--- src/rtl/sdram_port_arbiter_if.sv ---
// Memory-side bus between the port arbiter and the SDRAM sequencer.
// The arbiter drives the access parameters. The sequencer answers with a one-cycle done strobe and the read data.
interface sdram_port_arbiter_if #(
  parameter int AW = 25
);
  logic          mem_start;
  logic [AW-1:0] mem_addr;
  logic          mem_we;
  logic [7:0]    mem_din;
  logic          mem_done;
  logic [15:0]   mem_rdata;

  modport master (
    output mem_start, mem_addr, mem_we, mem_din,
    input  mem_done, mem_rdata
  );

  modport slave (
    input  mem_start, mem_addr, mem_we, mem_din,
    output mem_done, mem_rdata
  );
endinterface

--- src/rtl/sdram_port_arbiter.sv ---
// Three-client toggle-handshake arbiter (char > rom > tape) in front of a single SDRAM sequencer.
// Includes a tape anti-starvation counter and a WAIT-state timeout.
module sdram_port_arbiter #(
  parameter int AW  = 25,
  parameter int TMO = 255
) (
  input  logic                  clk,
  input  logic                  reset,
  input  logic                  clkref,
  input  logic                  sync_en,
  input  logic                  rom_req,
  input  logic                  char_req,
  input  logic                  tape_req,
  output logic                  rom_ack,
  output logic                  char_ack,
  output logic                  tape_ack,
  input  logic [AW-1:0]         rom_addr,
  input  logic [AW-1:0]         char_addr,
  input  logic [AW-1:0]         tape_addr,
  input  logic                  rom_we,
  input  logic                  char_we,
  input  logic                  tape_we,
  input  logic [7:0]            rom_din,
  input  logic [7:0]            char_din,
  input  logic [7:0]            tape_din,
  output logic [15:0]           rom_dout,
  output logic [15:0]           char_dout,
  output logic [15:0]           tape_dout,
  sdram_port_arbiter_if.master  mem,
  output logic [1:0]            grant,
  output logic                  busy,
  output logic                  tmo_err
);

  typedef enum logic [1:0] {IDLE, ISSUE, WAIT} state_t;

  localparam logic [7:0] TMO_LAST = 8'(TMO - 1);

  state_t      state, state_nx;
  logic [1:0]  starv;
  logic [7:0]  wait_cnt;
  logic        rom_pend, char_pend, tape_pend, go, tmo_hit, finish;
  logic [1:0]  win;
  logic [15:0] rd_val;

  assign rom_pend  = rom_req  != rom_ack;
  assign char_pend = char_req != char_ack;
  assign tape_pend = tape_req != tape_ack;
  assign go        = (rom_pend || char_pend || tape_pend) && (clkref || !sync_en);
  assign tmo_hit   = (state == WAIT) && !mem.mem_done && (wait_cnt == TMO_LAST);
  assign finish    = (state == WAIT) && (mem.mem_done || tmo_hit);
  assign rd_val    = mem.mem_done ? mem.mem_rdata : 16'hFFFF;

  // A saturated starvation counter lets a pending tape jump the queue once.
  always_comb begin
    win = 2'd0;
    if (starv == 2'd3 && tape_pend) win = 2'd3;
    else if (char_pend)             win = 2'd1;
    else if (rom_pend)              win = 2'd2;
    else if (tape_pend)             win = 2'd3;
  end

  always_ff @(posedge clk or posedge reset) begin
    if (reset) state <= IDLE;
    else       state <= state_nx;
  end

  always_comb begin
    state_nx = state;
    case (state)
      IDLE:    if (go) state_nx = ISSUE;
      ISSUE:   state_nx = WAIT;
      WAIT:    if (finish) state_nx = IDLE;
      default: state_nx = IDLE;
    endcase
  end

  always_comb begin
    mem.mem_start = (state == ISSUE);
    busy          = (state != IDLE);
  end

  // Datapath: request latching, completion write-back, ack toggles and counters.
  always_ff @(posedge clk or posedge reset) begin
    if (reset) begin
      rom_ack      <= 1'b0;
      char_ack     <= 1'b0;
      tape_ack     <= 1'b0;
      rom_dout     <= 16'h0000;
      char_dout    <= 16'h0000;
      tape_dout    <= 16'h0000;
      mem.mem_addr <= '0;
      mem.mem_we   <= 1'b0;
      mem.mem_din  <= 8'h00;
      grant        <= 2'd0;
      tmo_err      <= 1'b0;
      starv        <= 2'd0;
      wait_cnt     <= 8'd0;
    end else begin
      tmo_err <= 1'b0;
      case (state)
        IDLE: begin
          if (!tape_pend) starv <= 2'd0;
          if (go) begin
            grant <= win;
            case (win)
              2'd1: begin
                mem.mem_addr <= char_addr;
                mem.mem_we   <= char_we;
                mem.mem_din  <= char_din;
              end
              2'd2: begin
                mem.mem_addr <= rom_addr;
                mem.mem_we   <= rom_we;
                mem.mem_din  <= rom_din;
              end
              default: begin
                mem.mem_addr <= tape_addr;
                mem.mem_we   <= tape_we;
                mem.mem_din  <= tape_din;
              end
            endcase
            if (win == 2'd3)                      starv <= 2'd0;
            else if (tape_pend && starv != 2'd3)  starv <= starv + 2'd1;
          end
        end
        ISSUE: wait_cnt <= 8'd0;
        WAIT: begin
          if (finish) begin
            grant   <= 2'd0;
            tmo_err <= tmo_hit;
            case (grant)
              2'd1: begin
                char_ack <= ~char_ack;
                if (!mem.mem_we) char_dout <= rd_val;
              end
              2'd2: begin
                rom_ack <= ~rom_ack;
                if (!mem.mem_we) rom_dout <= rd_val;
              end
              2'd3: begin
                tape_ack <= ~tape_ack;
                if (!mem.mem_we) tape_dout <= rd_val;
              end
              default: ;
            endcase
          end else begin
            wait_cnt <= wait_cnt + 8'd1;
          end
        end
        default: ;
      endcase
    end
  end

endmodule

--- src/flat_wrapper.sv ---
// flat-port wrapper written by rule: the top's interface ports become plain ports
module sdram_port_arbiter_flat 
#(
  parameter int AW  = 25,
  parameter int TMO = 255
)
  (clk, reset, clkref, sync_en, rom_req, char_req, tape_req, rom_ack, char_ack, tape_ack, rom_addr, char_addr, tape_addr, rom_we, char_we, tape_we, rom_din, char_din, tape_din, rom_dout, char_dout, tape_dout, grant, busy, tmo_err, mem_mem_start, mem_mem_addr, mem_mem_we, mem_mem_din, mem_mem_done, mem_mem_rdata);
  sdram_port_arbiter_if #(.AW(AW)) mem_i ();
  input  logic clk;
  input  logic reset;
  input  logic clkref;
  input  logic sync_en;
  input  logic rom_req;
  input  logic char_req;
  input  logic tape_req;
  output logic rom_ack;
  output logic char_ack;
  output logic tape_ack;
  input  logic [AW-1:0] rom_addr;
  input  logic [AW-1:0] char_addr;
  input  logic [AW-1:0] tape_addr;
  input  logic rom_we;
  input  logic char_we;
  input  logic tape_we;
  input  logic [7:0] rom_din;
  input  logic [7:0] char_din;
  input  logic [7:0] tape_din;
  output logic [15:0] rom_dout;
  output logic [15:0] char_dout;
  output logic [15:0] tape_dout;
  output logic [1:0] grant;
  output logic busy;
  output logic tmo_err;
  output wire logic [$bits(mem_i.mem_start)-1:0] mem_mem_start;
  output wire logic [$bits(mem_i.mem_addr)-1:0] mem_mem_addr;
  output wire logic [$bits(mem_i.mem_we)-1:0] mem_mem_we;
  output wire logic [$bits(mem_i.mem_din)-1:0] mem_mem_din;
  input wire logic [$bits(mem_i.mem_done)-1:0] mem_mem_done;
  input wire logic [$bits(mem_i.mem_rdata)-1:0] mem_mem_rdata;
  assign mem_mem_start = mem_i.mem_start;
  assign mem_mem_addr = mem_i.mem_addr;
  assign mem_mem_we = mem_i.mem_we;
  assign mem_mem_din = mem_i.mem_din;
  assign mem_i.mem_done = mem_mem_done;
  assign mem_i.mem_rdata = mem_mem_rdata;
  sdram_port_arbiter #(.AW(AW), .TMO(TMO)) u_core (.clk(clk), .reset(reset), .clkref(clkref), .sync_en(sync_en), .rom_req(rom_req), .char_req(char_req), .tape_req(tape_req), .rom_ack(rom_ack), .char_ack(char_ack), .tape_ack(tape_ack), .rom_addr(rom_addr), .char_addr(char_addr), .tape_addr(tape_addr), .rom_we(rom_we), .char_we(char_we), .tape_we(tape_we), .rom_din(rom_din), .char_din(char_din), .tape_din(tape_din), .rom_dout(rom_dout), .char_dout(char_dout), .tape_dout(tape_dout), .mem(mem_i), .grant(grant), .busy(busy), .tmo_err(tmo_err));
endmodule
--- config.mk ---
export PLATFORM = sky130hd
export DESIGN_NAME = sdram_port_arbiter_flat
export DESIGN_NICKNAME = d
export VERILOG_FILES = /design/src/rtl/sdram_port_arbiter_if.sv /design/src/rtl/sdram_port_arbiter.sv /design/src/flat_wrapper.sv
export SDC_FILE = /design/constraint.sdc
export NUM_CORES = 1
export LEC_CHECK = 0
export ABC_AREA = 1
export BUFFER_PORTS_ARGS = -buffer_cell sky130_fd_sc_hd__buf_2
export CAP_MARGIN = 0
export CELL_PAD_IN_SITES_DETAIL_PLACEMENT = 0
export CELL_PAD_IN_SITES_GLOBAL_PLACEMENT = 1
export CORE_MARGIN = 2
export CORE_UTILIZATION = 33
export CTS_CLUSTER_SIZE = 25
export DETAILED_ROUTE_END_ITERATION = 8
export PLACE_DENSITY_LB_ADDON = 0.1
export SETUP_SLACK_MARGIN = 0.4
export SLEW_MARGIN = 10
export SYNTH_ARGS = -nofsm -noshare
export SYNTH_HDL_FRONTEND = slang
export SYNTH_SLANG_ARGS = --single-unit
--- constraint.sdc ---
create_clock -name clk -period 4.1 [get_ports clk]
set_clock_uncertainty 0.2 [all_clocks]
set_input_delay 0.41 -clock clk [delete_from_list [all_inputs] [get_ports clk]]
set_output_delay 0.41 -clock clk [all_outputs]
set_load 0.01 [all_outputs]
==> summary.txt, run 1 <==
GRT
  • Global-route total usage across every layer: 18.7%
  • Wire length of the first global-routing pass: 23.8 mm
  • Met1 capacity usage during global routing: 22.6%
  • Met2 capacity usage during global routing: 31.7%
  • Total gr overflow: 0
  • Vias in the first global route: 4663
  • Met3 capacity usage during global routing: 5.99%
  • Global route hottest layer: met2
  • Maximum number of pins on one net before global-route repair: 84
  • Antenna violations before repair: 0

Yosys
  • Primary flip-flop cell chosen by synthesis mapping: dfrtp_1
  • Number of flops mapped to enable cells by yosys: 0
  • Distinct cells, synth: 28
  • Synthesized Nets: 784
  • Top-area cell type share of the netlist area: 49.9%
  • Number of flip-flops and latches in the synthesized netlist: 100
  • Portion of the post-synthesis area used by sequential elements: 49.9%
  • Share of flip-flops with an asynchronous set or reset: 100%
  • Total standard cell area after synthesis: 5020 um2
  • Post-synthesis average cell area: 7.70 um2
  • Post-synthesis instance total: 652
  • Largest cells by area after synthesis: dfrtp_1 (50%), nand2_1 (20%), a21oi_1 (7.1%), nand3_1 (6.1%), o21ai_0 (3.7%)
  • Cell type with the largest total area after synthesis: dfrtp_1
  • Yosys synthesis warning count: 0

STA
  • RSZ-0062 raised after global routing: no
  • Tcrit/Tclk final: 65.2%
  • Number of pins exceeding their max-slew limit in the final report: 0
  • Relative max-transition margin: 31.1%
  • Minimum clock period after layout: 2.67 ns
  • Accumulated negative setup slack: 0 ns
  • Actual transition at the worst max-transition pin: 1.03 ns
  • Max Fclk: 0.374 GHz
  • Total count of hold-check failures in the final report: 0
  • Final count of negative-setup-slack endpoints: 0

Worst hold path
  • Path class of the lowest-slack min-delay path: in -> reg

Die
  • Die Wd: 127 um
  • Full die area: 16200 um2
  • Ports: 216
  • Die Y: 127 um
  • Core ar.: 15000 um2
  • Count of standard-cell rows: 45
  • Initial Util: 33.4%

Placement
  • Number of port buffers: 215
  • Routability-driven placement congestion ratio: 0.785
  • # placed instances: 1025
  • Detailed Place HPWL: 11.2 mm

Critical path
  • Required time of the critical path: 4.16 ns
  • Data arrival time of the critical path: 2.74 ns
  • Endpoint type of the worst setup path: flop
  • Most common cell type on the critical path: a21oi_1
  • Critical Path Slowest Stage Cell: ha_2
  • Kind of start point of the critical path: flop
  • Worst Path Max Fanout: 34
  • Cells along the critical path: ha_1 > nand3_1 > a22oi_1 > ha_2 > nand2_1 > a21oi_1 > a21oi_1 > o21ai_0
  • Type of the worst setup path: reg -> reg
  • CP peak stage delay: 0.71 ns

Flow run
  • Maximum Capacitance Violations: 0

Drt
  • DRC violations left: 0
  • DR iter-0 viols: 185
  • Routed wire length per instance: 14.4 um
  • Drt first pass iters: 4
  • Routed Antenna Nets: 0
  • Wirelength, routed: 15.0 mm
  • Detailed-route via count: 4867
  • Number of vias per cell after detailed routing: 4.68

Clock network
  • CTS hold repair buffers: 0
  • Buffer levels on the longest clock path: 2
  • Setup Buffers After CTS: 0
  • TritonCTS buffer count: 9
  • Clk Tree Root Cell: clkbuf_16
  • # resized after CTS: 0
  • TritonCTS clock tree: yes
  • Clock latency at the later pin of the worst-skew pair: 0.35 ns
  • # H-tree levels: 3
  • Clock transition time at the flip-flop clock pins of the worst setup and hold paths: 0.07 ns
  • Total clock sinks: 100

Layout
  • Layout cell share with drive strength beyond 1: 31.2%
  • Net total in the final layout: 980
  • Antenna diode count: 0
  • Number of standard cells in the layout, taps in and fillers out: 1041
  • Area growth from synthesis to final layout: 29.6%

Power
  • Relative contribution of the clock network to total power: 18.4%
  • Maximum VDD drop: 304 uV
  • Power density over the cells: 740 nW/um2
  • Switching power: 2.14 mW
  • Internal power: 2.67 mW
  • Share of total power consumed by net switching: 44.5%
  • Register share of total power: 33.8%
  • Combinational share of power: 47.8%
  • Static leakage: 3.52 nW

Run status
  • Status: finished, final reports clean
==> routing by layer <==
| layer | share of wire (%) | up-vias |
|---|---|---|
| met4 | 1.6 | 0 |
| li1 | - | 2500 |
| met3 | 8.1 | 16 |
| met2 | 48 | 159 |
| met5 | 0 | - |
| met1 | 42 | 2192 |
==> state kept, by name (all words and copies together) (netlist names) <==
name / cells
u_core.char_ack: 1
u_core.char_dout: 16
u_core.grant: 2
u_core.mem.mem_addr: 25
u_core.mem.mem_din: 8
u_core.mem.mem_we: 1
u_core.rom_ack: 1
u_core.rom_dout: 16
u_core.starv: 2
u_core.state: 2
u_core.tape_ack: 1
u_core.tape_dout: 16
u_core.tmo_err: 1
u_core.wait_cnt: 8
==> cells by family after synthesis <==
group | Yosys count | share of synthesized area (%)
AO/OA/AOI/OAI | 112 | 11.5
XOR/XNOR | 3 | 0.524
adder cells (fa/ha/maj) | 6 | 1.50
buffers and inverters | 65 | 5.88
flip-flops | 100 | 49.9
multiplexers | 1 | 0.199
AND/OR/NAND/NOR | 365 | 30.5
==> cells in the mapped netlist (2+ instances only) <==
library cell / n
nand2_1: 262
dfrtp_1: 100
nand3_1: 61
xor2_1: 2
nor2_2: 3
nor2_1: 14
or2_2: 17
buf_2: 8
buf_4: 3
nand2_2: 2
inv_1: 28
nor3_1: 2
a21oi_1: 71
o21ai_0: 37
buf_6: 4
ha_1: 6
clkbuf_1: 21
==> through the flow <==
step | util (%) | hold WS (ns) | setup WS [ns] | area (um2) | total power, mW
final | 43.3 | 0.0529 | 1.43 | 6500 | 4.82
after detailed placement | 41.2 | 0.254 | 1.35 | 6200 | 3.99
after floorplan | - | 0.278 | 0.871 | 5020 | 3.14
after CTS | 43.3 | 0.0291 | 1.38 | 6500 | 4.90
after global placement | 41.2 | 0.249 | 1.47 | 6200 | 3.94
after global routing | 43.3 | 0.0515 | 1.11 | 6500 | 5.26
==> path summary, 6_finish.rpt <==
kind                       slack [ns]                 endpoint  cells after the start                start
setup reg to reg                 1.43   u_core.mem.mem_addr[5]                      8      u_core.starv[0]
hold reg to reg                  0.27      u_core.char_dout[5]                      2  u_core.char_dout[5]
min in group asynchronous        0.11   u_core.mem.mem_addr[3]                      2                reset
setup / recovery                 1.43   u_core.mem.mem_addr[5]                      8      u_core.starv[0]
max in group asynchronous        2.72  u_core.mem.mem_addr[16]                      3                reset
hold / removal                   0.05           u_core.tmo_err                      2         mem_mem_done
==> area by class of cell <==
cell class,count,area (um2)
flip-flops and latches,100,2500
clock buffers,9,225
well taps,188,235
clock inverters,7,82.6
inverters,29,111
fillers,1574,8530
multi-input cells,487,2230
repair buffers,221,1120
==> critical path, delay by kind of cell (launching register included) <==
kind	cells	cell delay [ns]
simple gates	2	0.23
fa+ha+maj	2	0.92
compound gates	4	0.81
flops	1	0.41
==> power groups by stage <==
stage / clock, mW / combinational [mW] / sequential (mW)
after floorplan: 0 / 1.36 / 1.78
after global placement: 0 / 2.31 / 1.63
after detailed placement: 0 / 2.35 / 1.64
after CTS: 0.917 / 2.35 / 1.63
after global routing: 0.957 / 2.62 / 1.68
final: 0.885 / 2.30 / 1.63
==> placed cells by master, fill, tap and decap left out, drive strengths merged <==
| cell | instances |
|---|---|
| clkinvlp | 1 |
| ha | 6 |
| mux2i | 1 |
| nand2 | 265 |
| clkinv | 2 |
| xnor2 | 1 |
| xor2 | 2 |
| a22oi | 1 |
| dfrtp | 100 |
| a21oi | 72 |
| clkbuf | 9 |
| a21o | 1 |
| nand3 | 61 |
| or2 | 17 |
| o21bai | 1 |
| nor3 | 3 |
| inv | 32 |
| buf | 221 |
| nand3b | 1 |
| bufinv | 1 |
| nor3b | 1 |
| o21ai | 37 |
| nor2 | 17 |
Note: power is estimated with default switching activity, not from simulation.
==> inputs of run 2 (changes only) <==
Clock period 4.1 ns to 2.6 ns, I/O delays scaled along.
==> run 2 against run 1 <==
Effect of this change:
- clock power rose by 66%
- combinational power rose by 90%
- worst hold slack lost 0.050 ns
- sequential share of layout area down 2.7 points
- worst setup slack worse by 0.93 ns
- clock-buffer cell count unchanged
- die area unchanged
- design area increased by 7.6%
- total power grew 75%
- global-route usage grew 0.60 points
- highest routed layer unchanged
- fmax up 27%
==> summary.txt, run 2 (same netlist as run 1, synthesis figures left out) <==
Critical path
  • Required time of the critical path: 2.63 ns
  • Kind of start point of the critical path: flop
  • Critical Path Slowest Stage Cell: dfrtp_1
  • Cells along the critical path: inv_2 > nand2_4 > nand3_4 > a22oi_2 > buf_4 > inv_1 > ha_4 > clkbuf_16 > nand2_1 > a21oi_1 > a21oi_1 > o21ai_1
  • Data arrival time of the critical path: 2.13 ns
  • Endpoint type of the worst setup path: flop
  • Worst Path Max Fanout: 17
  • Type of the worst setup path: reg -> reg
  • Most common cell type on the critical path: a21oi_1
  • CP peak stage delay: 0.41 ns

Clock network
  • Total clock sinks: 100
  • Clk Tree Root Cell: clkbuf_16
  • TritonCTS clock tree: yes
  • TritonCTS buffer count: 9
  • Clock transition time at the flip-flop clock pins of the worst setup and hold paths: 0.07 ns
  • Buffer levels on the longest clock path: 2
  • # H-tree levels: 3
  • Clock latency at the later pin of the worst-skew pair: 0.34 ns

Drt
  • Wirelength, routed: 16.2 mm
  • Routed wire length per instance: 15.1 um
  • Drt first pass iters: 5
  • Routed Antenna Nets: 0
  • DR iter-0 viols: 232
  • DRC violations left: 0
  • Detailed-route via count: 5048
  • Number of vias per cell after detailed routing: 4.73

Power
  • Maximum VDD drop: 455 uV
  • Switching power: 3.60 mW
  • Power density over the cells: 1200 nW/um2
  • Combinational share of power: 51.9%
  • Relative contribution of the clock network to total power: 17.5%
  • Register share of total power: 30.6%
  • Static leakage: 3.73 nW
  • Internal power: 4.81 mW
  • Share of total power consumed by net switching: 42.8%

Layout
  • Number of flip-flops under the largest register name: 25
  • Most used cells in the layout excluding fill and tap cells: nand2_1 (255), buf_2 (215), dfrtp_1 (100), a21oi_1 (68), nand3_1 (59)
  • Area growth from synthesis to final layout: 39.5%
  • Most flop-heavy register: u_core.mem.mem_addr
  • Antenna diode count: 0
  • Number of standard cells in the layout, taps in and fillers out: 1068
  • Finished Core Util: 46.6%
  • Leading cell type in the layout, fill and taps excluded: nand2_1
  • Layout cell share with drive strength beyond 1: 34.8%
  • Net total in the final layout: 1007
  • Final Instance Area: 7000 um2

Die
  • Ports: 216
  • Full die area: 16200 um2
  • Die Wd: 127 um
  • Die Y: 127 um
  • Core ar.: 15000 um2
  • Count of standard-cell rows: 45
  • Initial Util: 33.4%

STA
  • RSZ-0062 raised after global routing: yes
  • Relative max-transition margin: 55.6%
  • Final count of negative-setup-slack endpoints: 0
  • Worst Hold Slack: 0.00304 ns
  • Total count of hold-check failures in the final report: 0
  • Tcrit/Tclk final: 81.1%
  • Max Fclk: 0.474 GHz
  • Number of pins exceeding their max-slew limit in the final report: 0
  • Minimum clock period after layout: 2.11 ns
  • Accumulated negative setup slack: 0 ns
  • Actual transition at the worst max-transition pin: 0.665 ns

Placement
  • Placement-stage cell area: 6330 um2
  • Routability-driven placement congestion ratio: 0.824
  • Number of port buffers: 215
  • Detailed Place HPWL: 11.3 mm
  • # placed instances: 1034

GRT
  • Maximum number of pins on one net before global-route repair: 37
  • Antenna violations before repair: 0
  • Wire length of the first global-routing pass: 24.7 mm
  • Total gr overflow: 0
  • Global-route total usage across every layer: 19.3%
  • Vias in the first global route: 4872

Worst hold path
  • Path class of the lowest-slack min-delay path: in -> reg

Flow run
  • Maximum Capacitance Violations: 0

Run status
  • Status: finished, final reports clean
## run 2: cell types whose count changed in the layout (fill, tap and decap cells not counted), sizes merged
cell         before  now
clkbuf            9   13
bufinv            1    2
inv              32   31
dlygate4sd3       0    4
buf             221  240
## run 2: critical path: cells and delay by family (launching register included)
kind | cells | cell delay, ns
AO/OA/AOI/OAI | 4 | 0.47
AND/OR/NAND/NOR | 3 | 0.26
buffers and inverters | 4 | 0.44
adder cells (fa/ha/maj) | 1 | 0.19
flip-flops | 1 | 0.41
## run 2: final timing paths
path	from	to	slack [ns]	cells after the start
max in group asynchronous	reset	u_core.char_dout[2]	1.24	4
worst min register to register	u_core.tape_dout[13]	u_core.tape_dout[13]	0.27	2
worst min-delay path	tape_addr[5]	u_core.mem.mem_addr[5]	0.003	3
worst max-delay path	u_core.tape_ack	u_core.mem.mem_din[1]	0.49	12
min in group asynchronous	reset	u_core.state[0]	0.36	3
worst max register to register	u_core.tape_ack	u_core.mem.mem_din[1]	0.49	12
## run 2: power by group through the flow
| stage | registers, mW | logic, mW | clock network (mW) |
|---|---|---|---|
| floorplan | 2.81 | 2.14 | 0 |
| global placement | 2.57 | 3.75 | 0 |
| detailed placement | 2.59 | 3.81 | 0 |
| CTS | 2.57 | 3.96 | 1.53 |
| global route | 2.66 | 4.88 | 1.58 |
| finish | 2.57 | 4.36 | 1.47 |
## run 2: per-layer routing
layer	vias to the layer above	wire, um	part of all wire (%)	global-route usage, %
met5	-	0	0	0
li1	2547	-	-	-
met3	17	1280	7.9	5.57
met2	177	7860	49	32.0
met1	2307	6740	42	24.2
met4	0	279	1.7	6.98
## run 2: area by class of cell
| class | count | area (um2) |
|---|---|---|
| Fill cell | 1539 | 8030 |
| Sequential cell | 100 | 2500 |
| Multi-Input combinational cell | 487 | 2340 |
| Timing Repair Buffer | 248 | 1490 |
| Tap cell | 188 | 235 |
| Clock buffer | 9 | 225 |
| Inverter | 29 | 113 |
| Clock inverter | 7 | 96.3 |
## run 2: through the flow
stage	total power [mW]	worst slack, ns
6_report	8.40	0.492
5_1_grt	9.12	0.357
4_1_cts	8.06	0.309
3_5_place_dp	6.40	0.161
3_3_place_gp	6.32	0.243
2_1_floorplan	4.96	0.292
## run 2: what timing repair did
action | in CTS | in global routing
hold buffers | 4 | 0
hold endpoints to repair | 26 | 0
buffers inserted | 2 | 7
endpoints found under the setup margin | 66 | 82
pin swaps | 2 | 5
gates cloned | 0 | 5
gates resized for setup | 7 | 34
